`src/rtl/lod_pkg.sv`:
```
// Shared constants and helpers for the leading-one detector family.
// Latency: n/a (compile-time only).
// Backpressure: n/a.
package lod_pkg;

    // Default operand width used by lod_reg when no override is given.
    localparam int LOD_WIDTH_DEF = 64;

    // Width of the leading-zero count for a WIDTH-bit operand.
    // A WIDTH-bit operand has counts 0..WIDTH-1, so log2(WIDTH) bits suffice;
    // the all-zero case is signalled separately by the valid flag.
    function automatic int zp_width(input int w);
        return (w < 2) ? 1 : $clog2(w);
    endfunction

endpackage

```
`src/rtl/lod_tree.sv`:
```
// Combinational leading-one detector: P = zeros above the MSB one, V = any one.
// Latency: 0 cycles (purely combinational, log2(WIDTH) merge levels).
// Backpressure: none; output follows the operand continuously.
module lod_tree
    import lod_pkg::*;
#(
    parameter int WIDTH = LOD_WIDTH_DEF
) (
    input  logic [WIDTH-1:0]           B,
    output logic [zp_width(WIDTH)-1:0] P,
    output logic                       V
);

    localparam int PW = zp_width(WIDTH);

    generate
        if (WIDTH == 2) begin : g_leaf
            // Leaf pair: the count is 1 exactly when the upper bit is clear.
            // For an all-zero pair the count is irrelevant (V=0) and the parent
            // selects the other half or the caller masks it with V.
            always_comb begin
                V = B[1] | B[0];
                P = ~B[1];
            end
        end else begin : g_node
            localparam int HW = WIDTH / 2;

            logic [PW-2:0] p_hi;
            logic [PW-2:0] p_lo;
            logic          v_hi;
            logic          v_lo;

            lod_tree #(.WIDTH(HW)) u_hi (
                .B (B[WIDTH-1:HW]),
                .P (p_hi),
                .V (v_hi)
            );

            lod_tree #(.WIDTH(HW)) u_lo (
                .B (B[HW-1:0]),
                .P (p_lo),
                .V (v_lo)
            );

            // Merge: an upper-half one wins; otherwise the whole upper half is
            // zeros, so the count is HW plus the lower-half count (MSB set).
            // When both halves are empty the lower leaf counts cascade to give
            // {1,1,..} patterns; force the all-zero result to P=0 explicitly.
            always_comb begin
                V = v_hi | v_lo;
                if (v_hi) begin
                    P = {1'b0, p_hi};
                end else if (v_lo) begin
                    P = {1'b1, p_lo};
                end else begin
                    P = '0;
                end
            end
        end
    endgenerate

endmodule

```
`src/rtl/lod_reg.sv`:
```
// Registered leading-one detector: ZP = leading-zero count of B, ZV = B nonzero.
// Latency: 1 cycle (B before edge N appears after edge N), one operand per cycle.
// Backpressure: none; no enable, results overwrite every cycle.
module lod_reg
    import lod_pkg::*;
#(
    parameter int WIDTH = LOD_WIDTH_DEF
) (
    input  logic                       clk,
    input  logic                       rst_n,
    input  logic [WIDTH-1:0]           B,
    output logic [zp_width(WIDTH)-1:0] ZP,
    output logic                       ZV
);

    localparam int PW = zp_width(WIDTH);

    logic [PW-1:0] p;
    logic          v;

    lod_tree #(.WIDTH(WIDTH)) u_tree (
        .B (B),
        .P (p),
        .V (v)
    );

    // Capture the tree result every edge; reset clears it asynchronously so a
    // pending result never leaks out while the block is held in reset.
    always_ff @(posedge clk or negedge rst_n) begin
        if (!rst_n) begin
            ZP <= '0;
            ZV <= 1'b0;
        end else begin
            ZP <= p;
            ZV <= v;
        end
    end

endmodule

```
`config.mk`:
```
export PLATFORM = sky130hd
export DESIGN_NAME = lod_reg
export DESIGN_NICKNAME = d
export VERILOG_FILES = /design/src/rtl/lod_pkg.sv /design/src/rtl/lod_tree.sv /design/src/rtl/lod_reg.sv
export SDC_FILE = /design/constraint.sdc
export NUM_CORES = 1
export LEC_CHECK = 0
export CAP_MARGIN = 5
export CORE_MARGIN = 3
export CORE_UTILIZATION = 56
export CTS_CLUSTER_SIZE = 12
export DETAILED_ROUTE_END_ITERATION = 16
export DONT_BUFFER_PORTS = 1
export GPL_TIMING_DRIVEN = 1
export HOLD_SLACK_MARGIN = 0.06
export PLACE_DENSITY = 0.74
export SLEW_MARGIN = 20
export SYNTH_ARGS = -nofsm -noshare
export SYNTH_HDL_FRONTEND = slang
export SYNTH_SLANG_ARGS = --single-unit
```
`constraint.sdc`:
```
create_clock -name clk -period 0.8 [get_ports clk]
set_clock_uncertainty 0.15 [all_clocks]
set_input_delay 0.16 -clock clk [delete_from_list [all_inputs] [get_ports clk]]
set_output_delay 0.16 -clock clk [all_outputs]
set_load 0.01 [all_outputs]
```
==> results of run 1 <==
## per-stage QoR
stage	instances	instance area (µm²)	setup TNS (ns)	setup WS (ns)	hold WS [ns]
floorplan	140	1090	-3.66	-0.839	-0.286
global placement	174	1240	-4.81	-0.919	-0.285
detailed placement	174	1240	-5.00	-0.979	-0.285
CTS	186	1500	-3.97	-0.616	-0.0182
## layer usage
metal / overflow / global-route usage [%]
met5: 0 / 15.0
met4: 1 / 63.0
met3: 0 / 45.2
met2: 1 / 81.8
met1: 0 / 57.6
## what timing repair did
item                       CTS
pin swaps                   18
hold buffers                 1
setup endpoints to repair   14
setup buffers                7
resized for setup           31
hold endpoints to repair     9
## kinds of logic after synthesis
family / synth area share [%]
AND/OR/NAND/NOR: 48.4
AO/OA/AOI/OAI: 29.6
buffers and inverters: 3.56
flip-flops: 18.4
==> impl_metrics.ini, run 1 <==
[run_status]
status = did not finish
stop_stage = 5_1_grt
error = [ERROR GRT-0116] Global routing finished with congestion. Check the congestion regions in the DRC Viewer.

[clocking]
cts_sinks = 7
htreeDepth = 1
ctsRootBufferMaster = clkbuf_4
clockBufferDepth = 2
cts_buffers = 3

[floorplanning]
io_pins = 73
die_h_um = 47.2
start_util_pct = 60.9
die_x_um = 47.2
fp-row-count = 14

[yosys]
netlist_top_cells_count = nor2_1 (22), a21oi_1 (19), nand2_1 (11), nor3_1 (11), o21ai_0 (10)
ys_seq_area_share_pct = 18.4
synthTopCellsByArea = dfrtp_1 (18%), a21oi_1 (10%), nor2_1 (8.7%)
synth_top_area_cell = dfrtp_1
synth_cells = 140
async_reset_ff_share_pct = 100
syn_nets = 206
synth.most_common_cell = nor2_1
synth_area_um2 = 950
ys_ff_latch = 7
yosys_warnings = 0
ys.flop_type = dfrtp_1
synth_cell_types = 29
synth_edf_count = 0
synth.avg_cell_area_um2 = 6.78
yosys.area.top_type_share_pct = 18.4

[placement]
gp_congestion = 0.800
dp_hpwl_um = 2410
port_buffers = 0

[global_routing]
grt_overflow = 2
grt_max_degree = 8
grt_pass1_vias = 1916
grt_pass1_wl_um = 9450
grt_use_total_pct = 61.4
==> inputs of run 2 (changes only) <==
--- a/config.mk
+++ b/config.mk
@@ -6,14 +6,12 @@
 export NUM_CORES = 1
 export LEC_CHECK = 0
 export CAP_MARGIN = 5
-export CORE_MARGIN = 3
-export CORE_UTILIZATION = 56
-export CTS_CLUSTER_SIZE = 12
+export CORE_AREA = 3 3 64 66
 export DETAILED_ROUTE_END_ITERATION = 16
+export DIE_AREA = 0 0 67 69
 export DONT_BUFFER_PORTS = 1
 export GPL_TIMING_DRIVEN = 1
-export HOLD_SLACK_MARGIN = 0.06
-export PLACE_DENSITY = 0.74
+export PLACE_DENSITY_LB_ADDON = 0.15
 export SLEW_MARGIN = 20
 export SYNTH_ARGS = -nofsm -noshare
 export SYNTH_HDL_FRONTEND = slang
==> constraint.sdc (replaced) <==
create_clock -name clk -period 1 [get_ports clk]
set_clock_uncertainty 0.15 [all_clocks]
set_input_delay 0.2 -clock clk [delete_from_list [all_inputs] [get_ports clk]]
set_output_delay 0.2 -clock clk [all_outputs]
set_load 0.01 [all_outputs]
==> run 2 against run 1 <==
  * The flow now finishes, with violations (setup timing)
  * Area after synthesis unchanged
  * Synthesized cell count did not move
==> impl_metrics.ini, run 2 <==
[power_and_ir_drop]
p_per_area_mw_per_mm2 = 551
p_comb_share_pct = 20.7
p_seq_share_pct = 34.6
clockPowerShare_pct = 44.7
power.total_uw = 857
p_leak_uw = 0.000554
p_sw_share_pct = 22.1
power_switching_uw = 189
p_int_uw = 668
ir_drop_mv = 0.268

[floorplanning]
die_x_um = 67
fp-row-count = 22
die_area_mm2 = 0.00462
die_h_um = 69
coreArea_mm2 = 0.00363
io_pins = 73
start_util_pct = 26.1

[min_path]
hold_depth = 3
hp-class = in2reg

[yosys]
synth.most_common_cell = nor2_1
async_reset_ff_share_pct = 100
synth_edf_count = 0
syn_nets = 206
ys_seq_area_share_pct = 18.4
netlist_top_cells_count = nor2_1 (22), a21oi_1 (19), nand2_1 (11), nor3_1 (11), o21ai_0 (10)
synth_cells = 140
synthTopCellsByArea = dfrtp_1 (18%), a21oi_1 (10%), nor2_1 (8.7%)
yosys.area.top_type_share_pct = 18.4
synth_area_um2 = 950
synth_mux_area_share_pct = 0
synth_cell_types = 29
synth.avg_cell_area_um2 = 6.78
synth_top_family_by_area = simple AND/OR/NAND/NOR gates
yosys_warnings = 0
synth-adder-area-share_pct = 0
synth-xor-area-share_pct = 0
synth_top_area_cell = dfrtp_1
ys_ff_latch = 7
synth-simple-area-share_pct = 48.4
synth_compound_area_share_pct = 29.6
ys.flop_type = dfrtp_1

[setup_path]
cp_cell_sequence = nor4_4, nand4_1, or4_4, o221ai_2, o41a_2
critPathBufInv = 0
cp.required_ns = 1.01
crit_path_end_kind = flop
crit_path_top_delay_cell = or4_4
crit_cells = 5
path_class = in2reg
start_kind = input pin
crit_arrival_ns = 1.62
critical_path.top_delay_family = simple AND/OR/NAND/NOR gates
max_stage_delay_ns = 0.53
cp_max_fo = 4

[final_layout]
final_common_cell = buf_4
max_flop_register = ZP
reg.largest.list = ZP x6, ZV x1
drive_gt1_share_pct = 39.5
antennaDiodeCount = 0
area_growth_pct = 63.6
largest_reg_flops = 6
nets = 239
final_cell_mix = buf_4 (24), nor2_1 (19), a21oi_1 (17)

[sta]
fmax_mhz = 620
fin_hold_ws_ns = 0.0748
slew_violations = 0
setup_violations = 7
setup_slack_ns = -0.613
hold_viol_final = 0
layout_min_cycle_time_ns = 1.61
fin_crit_sh_pct = 161
rsz0062_at_grt = yes
tightest_slew_ns = 0.329
slew_headroom_pct = 77.9

[global_routing]
globalRouteMet1Util_pct = 17.7
grt_use_total_pct = 13.9
grt.busiest_layer = met2
grt_max_degree = 8
grt_pass1_vias = 1274
grt_pass1_wl_um = 5280
grt_util_met3_pct = 3.09
antenna_found_initial = 0
grtUsageMet2_pct = 23.1
grt_overflow = 0

[clocking]
cts_tree = built
clockBufferDepth = 2
cts_sinks = 7
cts.clk_slew.worst_paths_ns = 0.04
cts_buffers = 3
htreeDepth = 1
ctsRootBufferMaster = clkbuf_8

[run_status]
status = complete, but fails checks
failed_checks = setup timing

[drt]
routed_wl_um = 3190
vias = 1185
via_per_inst = 5.39
firstDrtPassIters = 4
drt-wirelength-per-cell_um = 14.5
first_iter_violations = 11
ant_nets = 0
drc = 0

[placement]
dp_hpwl_um = 2770
port_buffers = 0
pre_cts_ws_ns = -0.871
gp_congestion = 0.783

[flow_run]
max_cap_viol_count = 0
-- run 2: cell counts after synthesis --
Identical to the previous run, type by type.
-- run 2: area by class of cell --
cell class | instances | area [µm²]
flip-flops and latches | 7 | 175
multi-input cells | 124 | 1020
fillers | 372 | 2080
clock buffers | 4 | 45.0
well taps | 48 | 60.1
inverters | 9 | 33.8
repair buffers | 28 | 224
-- run 2: tightest hold or removal path, delay by kind of cell --
family / cells / cell delay (ns)
AND/OR/NAND/NOR: 1 / 0.02
AO/OA/AOI/OAI: 2 / 0.19
-- run 2: logic make-up (layout without fill, tap and decap cells) --
| group | count (synthesis) | in the layout |
|---|---|---|
| AO/OA/AOI/OAI | 45 | 45 |
| AND/OR/NAND/NOR | 79 | 79 |
| flip-flops | 7 | 7 |
| buffers and inverters | 9 | 41 |
-- run 2: routing by layer --
| metal | routed length [µm] | share of wire (%) |
|---|---|---|
| met3 | 279 | 8.8 |
| met1 | 1310 | 41 |
| met4 | 10 | 0.31 |
| met5 | 0 | 0 |
| met2 | 1580 | 50 |
-- run 2: through the flow --
step / cells / util, % / area, µm² / TNS, ns
CTS: 218 / 41.5 / 1510 / -2.77
global route: 220 / 42.8 / 1550 / -3.25
floorplan: 140 / - / 1090 / -2.54
finish: 220 / 42.8 / 1550 / -2.85
global placement: 211 / 36.4 / 1320 / -4.33
detailed placement: 211 / 36.4 / 1320 / -4.50
-- run 2: path summary, 6_finish.rpt --
check / start / end
setup / recovery: B[22] / ZP[1]
hold / removal: B[30] / ZP[2]
max in group asynchronous: rst_n / ZP[2]
min in group asynchronous: rst_n / ZP[3]
-- run 2: power by group through the flow --
| stage | Combinational, µW | Sequential (µW) | Clock (µW) |
|---|---|---|---|
| final | 177 | 297 | 383 |
| after floorplan | 120 | 300 | 0 |
| after CTS | 174 | 297 | 395 |
| after detailed placement | 156 | 301 | 0 |
| after global placement | 153 | 301 | 0 |
| after global routing | 198 | 297 | 410 |
-- run 2: timing repair --
item,CTS,global route
hold buffers,1,0
hold endpoints to repair,7,0
pin swaps,13,9
setup endpoints to repair,7,7
buffers inserted,4,3
resized for setup,21,8
(Power assumes the default switching activity.)
==> patch: new RTL, settings of run 2 <==
Put one more register stage on the output `ZP`, with the module's reset. The value now appears one clock later. The other outputs are not delayed to match. Comments in the files are not updated.
--- a/src/rtl/lod_reg.sv
+++ b/src/rtl/lod_reg.sv
@@ -15,6 +15,8 @@
 
     localparam int PW = zp_width(WIDTH);
 
+    logic [zp_width(WIDTH)-1:0] ZP_s0;
+
     logic [PW-1:0] p;
     logic          v;
 
@@ -28,11 +30,19 @@
     // pending result never leaks out while the block is held in reset.
     always_ff @(posedge clk or negedge rst_n) begin
         if (!rst_n) begin
-            ZP <= '0;
+            ZP_s0 <= '0;
             ZV <= 1'b0;
         end else begin
-            ZP <= p;
+            ZP_s0 <= p;
             ZV <= v;
+        end
+    end
+
+    always_ff @(posedge clk or negedge rst_n) begin
+        if (!rst_n) begin
+            ZP <= '0;
+        end else begin
+            ZP <= ZP_s0;
         end
     end
 
Function: changed (Yosys sat finds a counterexample within 4 cycles, from zero or initial values and one cycle with rst_n low).
==> patch against run 2 <==
The run ends with negative hold slack, negative setup slack left; worst setup slack improved by 0.087 ns; synthesized area up 16%; sequential power is 84% higher; wire length up 13%; total power is 37% higher; via count is 4.9% higher; sequential cell count is 6 higher; design area is 15% higher.
==> patch: results (changes against run 2) <==
Final layout
  – Largest regs: ZP: 6 flops, ZP_s0: 6 flops, ZV: 1 flops
  – Share of layout cells above drive strength 1: 0.403 (+0.00797)
  – Nets: 248 (+3.8%)

Place
  – Dpl ws: -0.757 ns (+0.114 ns)
  – Placer Congestion: 0.785 (+0.35%)
  – Placed cell count: 217 (+2.8%)
  – Final HPWL DP: 2810 um (+1.5%)

Run status
  – Status: finished with violations
  – Failing checks: negative hold slack, negative setup slack

Worst setup path
  – Crit path max fanout: 3 (-1)
  – Critical Path AT: 1.55 ns (-0.07 ns)

Global routing
  – First-pass GRT wire length: 5870 um (+11%)
  – Total GRT Usage: 0.155 (+0.0162)
  – Vias in the first global route: 1395 (+9.5%)
  – Largest net degree at the start of global routing: 14 (+6)

Logic synthesis
  – Synthesized Nets: 212 (+2.9%)
  – Synth Instances: 146 (+4.3%)

STA
  – Final setup fails: 7 (unchanged)
  – Max-slew headroom: 0.639 (-0.140)
  – Fin. Hold Viols: 13 (+13)
  – Final TNS setup: -2.29 ns (+0.551 ns)
  – Hold_ws: -0.141 ns (-0.216 ns)
  – Final WS setup: -0.526 ns (+0.0868 ns)

Pwr
  – Cell leakage power: 0.673 nW (+21%)
  – PwrDens: 661 nW/um^2 (+20%)
  – Worst IR drop on VDD: 0.000353 V (+32%)
  – Int Pwr: 0.923 mW (+38%)
  – Seq pwr: 0.546 mW (+84%)

Drt
  – Final WL: 3610 um (+13%)
  – Vias: 1243 (+4.9%)
  – WL/cell: 15.8 um (+8.9%)
  – Iteration-0 DRC Markers: 58 (+47)
-- patch: cell count changes after synthesis, sizes merged --
cell / delta
dfrtp: +6
-- patch: path summary, 6_finish.rpt --
check / cells after the start / to / start / slack, ns
min in group clk: 3 / ZP_s0[2]$_DFF_PN0_ / B[30] / 0.12
setup reg to reg: 0 / ZP[4]$_DFF_PN0_ / ZP_s0[4]$_DFF_PN0_ / 0.38
max in group asynchronous: 1 / ZP_s0[2]$_DFF_PN0_ / rst_n / 0.48
hold reg to reg: 0 / ZP[5]$_DFF_PN0_ / ZP_s0[5]$_DFF_PN0_ / 0.20
hold / removal: 1 / ZP[1]$_DFF_PN0_ / rst_n / -0.14
setup / recovery: 5 / ZP_s0[1]$_DFF_PN0_ / B[25] / -0.53
-- patch: layer usage --
metal | part of all wire | GRT usage | up-vias
li1 | - | - | 622
met3 | 0.057 | 0.0261 | 2
met4 | 0.0044 | 0.0383 | 0
met2 | 0.58 | 0.293 | 42
met5 | 0 | 0 | -
met1 | 0.36 | 0.173 | 577
-- patch: timing repair --
| action | 4_1_cts | 5_1_grt |
|---|---|---|
| setup endpoints to repair | 7 | 25 |
| gates cloned | 0 | 0 |
| pin swaps | 15 | 10 |
| endpoints found under the hold margin | 13 | 13 |
| setup buffers | 7 | 4 |
| gates resized for setup | 26 | 12 |
-- patch: worst max-delay path, stage by stage --
cell and delay [ns]:
nor4_4 0.30, nand4_1 0.18, or4_1 0.51, o221ai_2 0.19
o41a_2 0.17
-- patch: cell type report --
type / instances / area (um^2)
Sequential cell: 13 / 325
Clock buffer: 4 / 45.0
Inverter: 9 / 33.8
Tap cell: 48 / 60.1
Multi-Input combinational cell: 124 / 1060
Timing Repair Buffer: 31 / 256
Fill cell: 358 / 1850
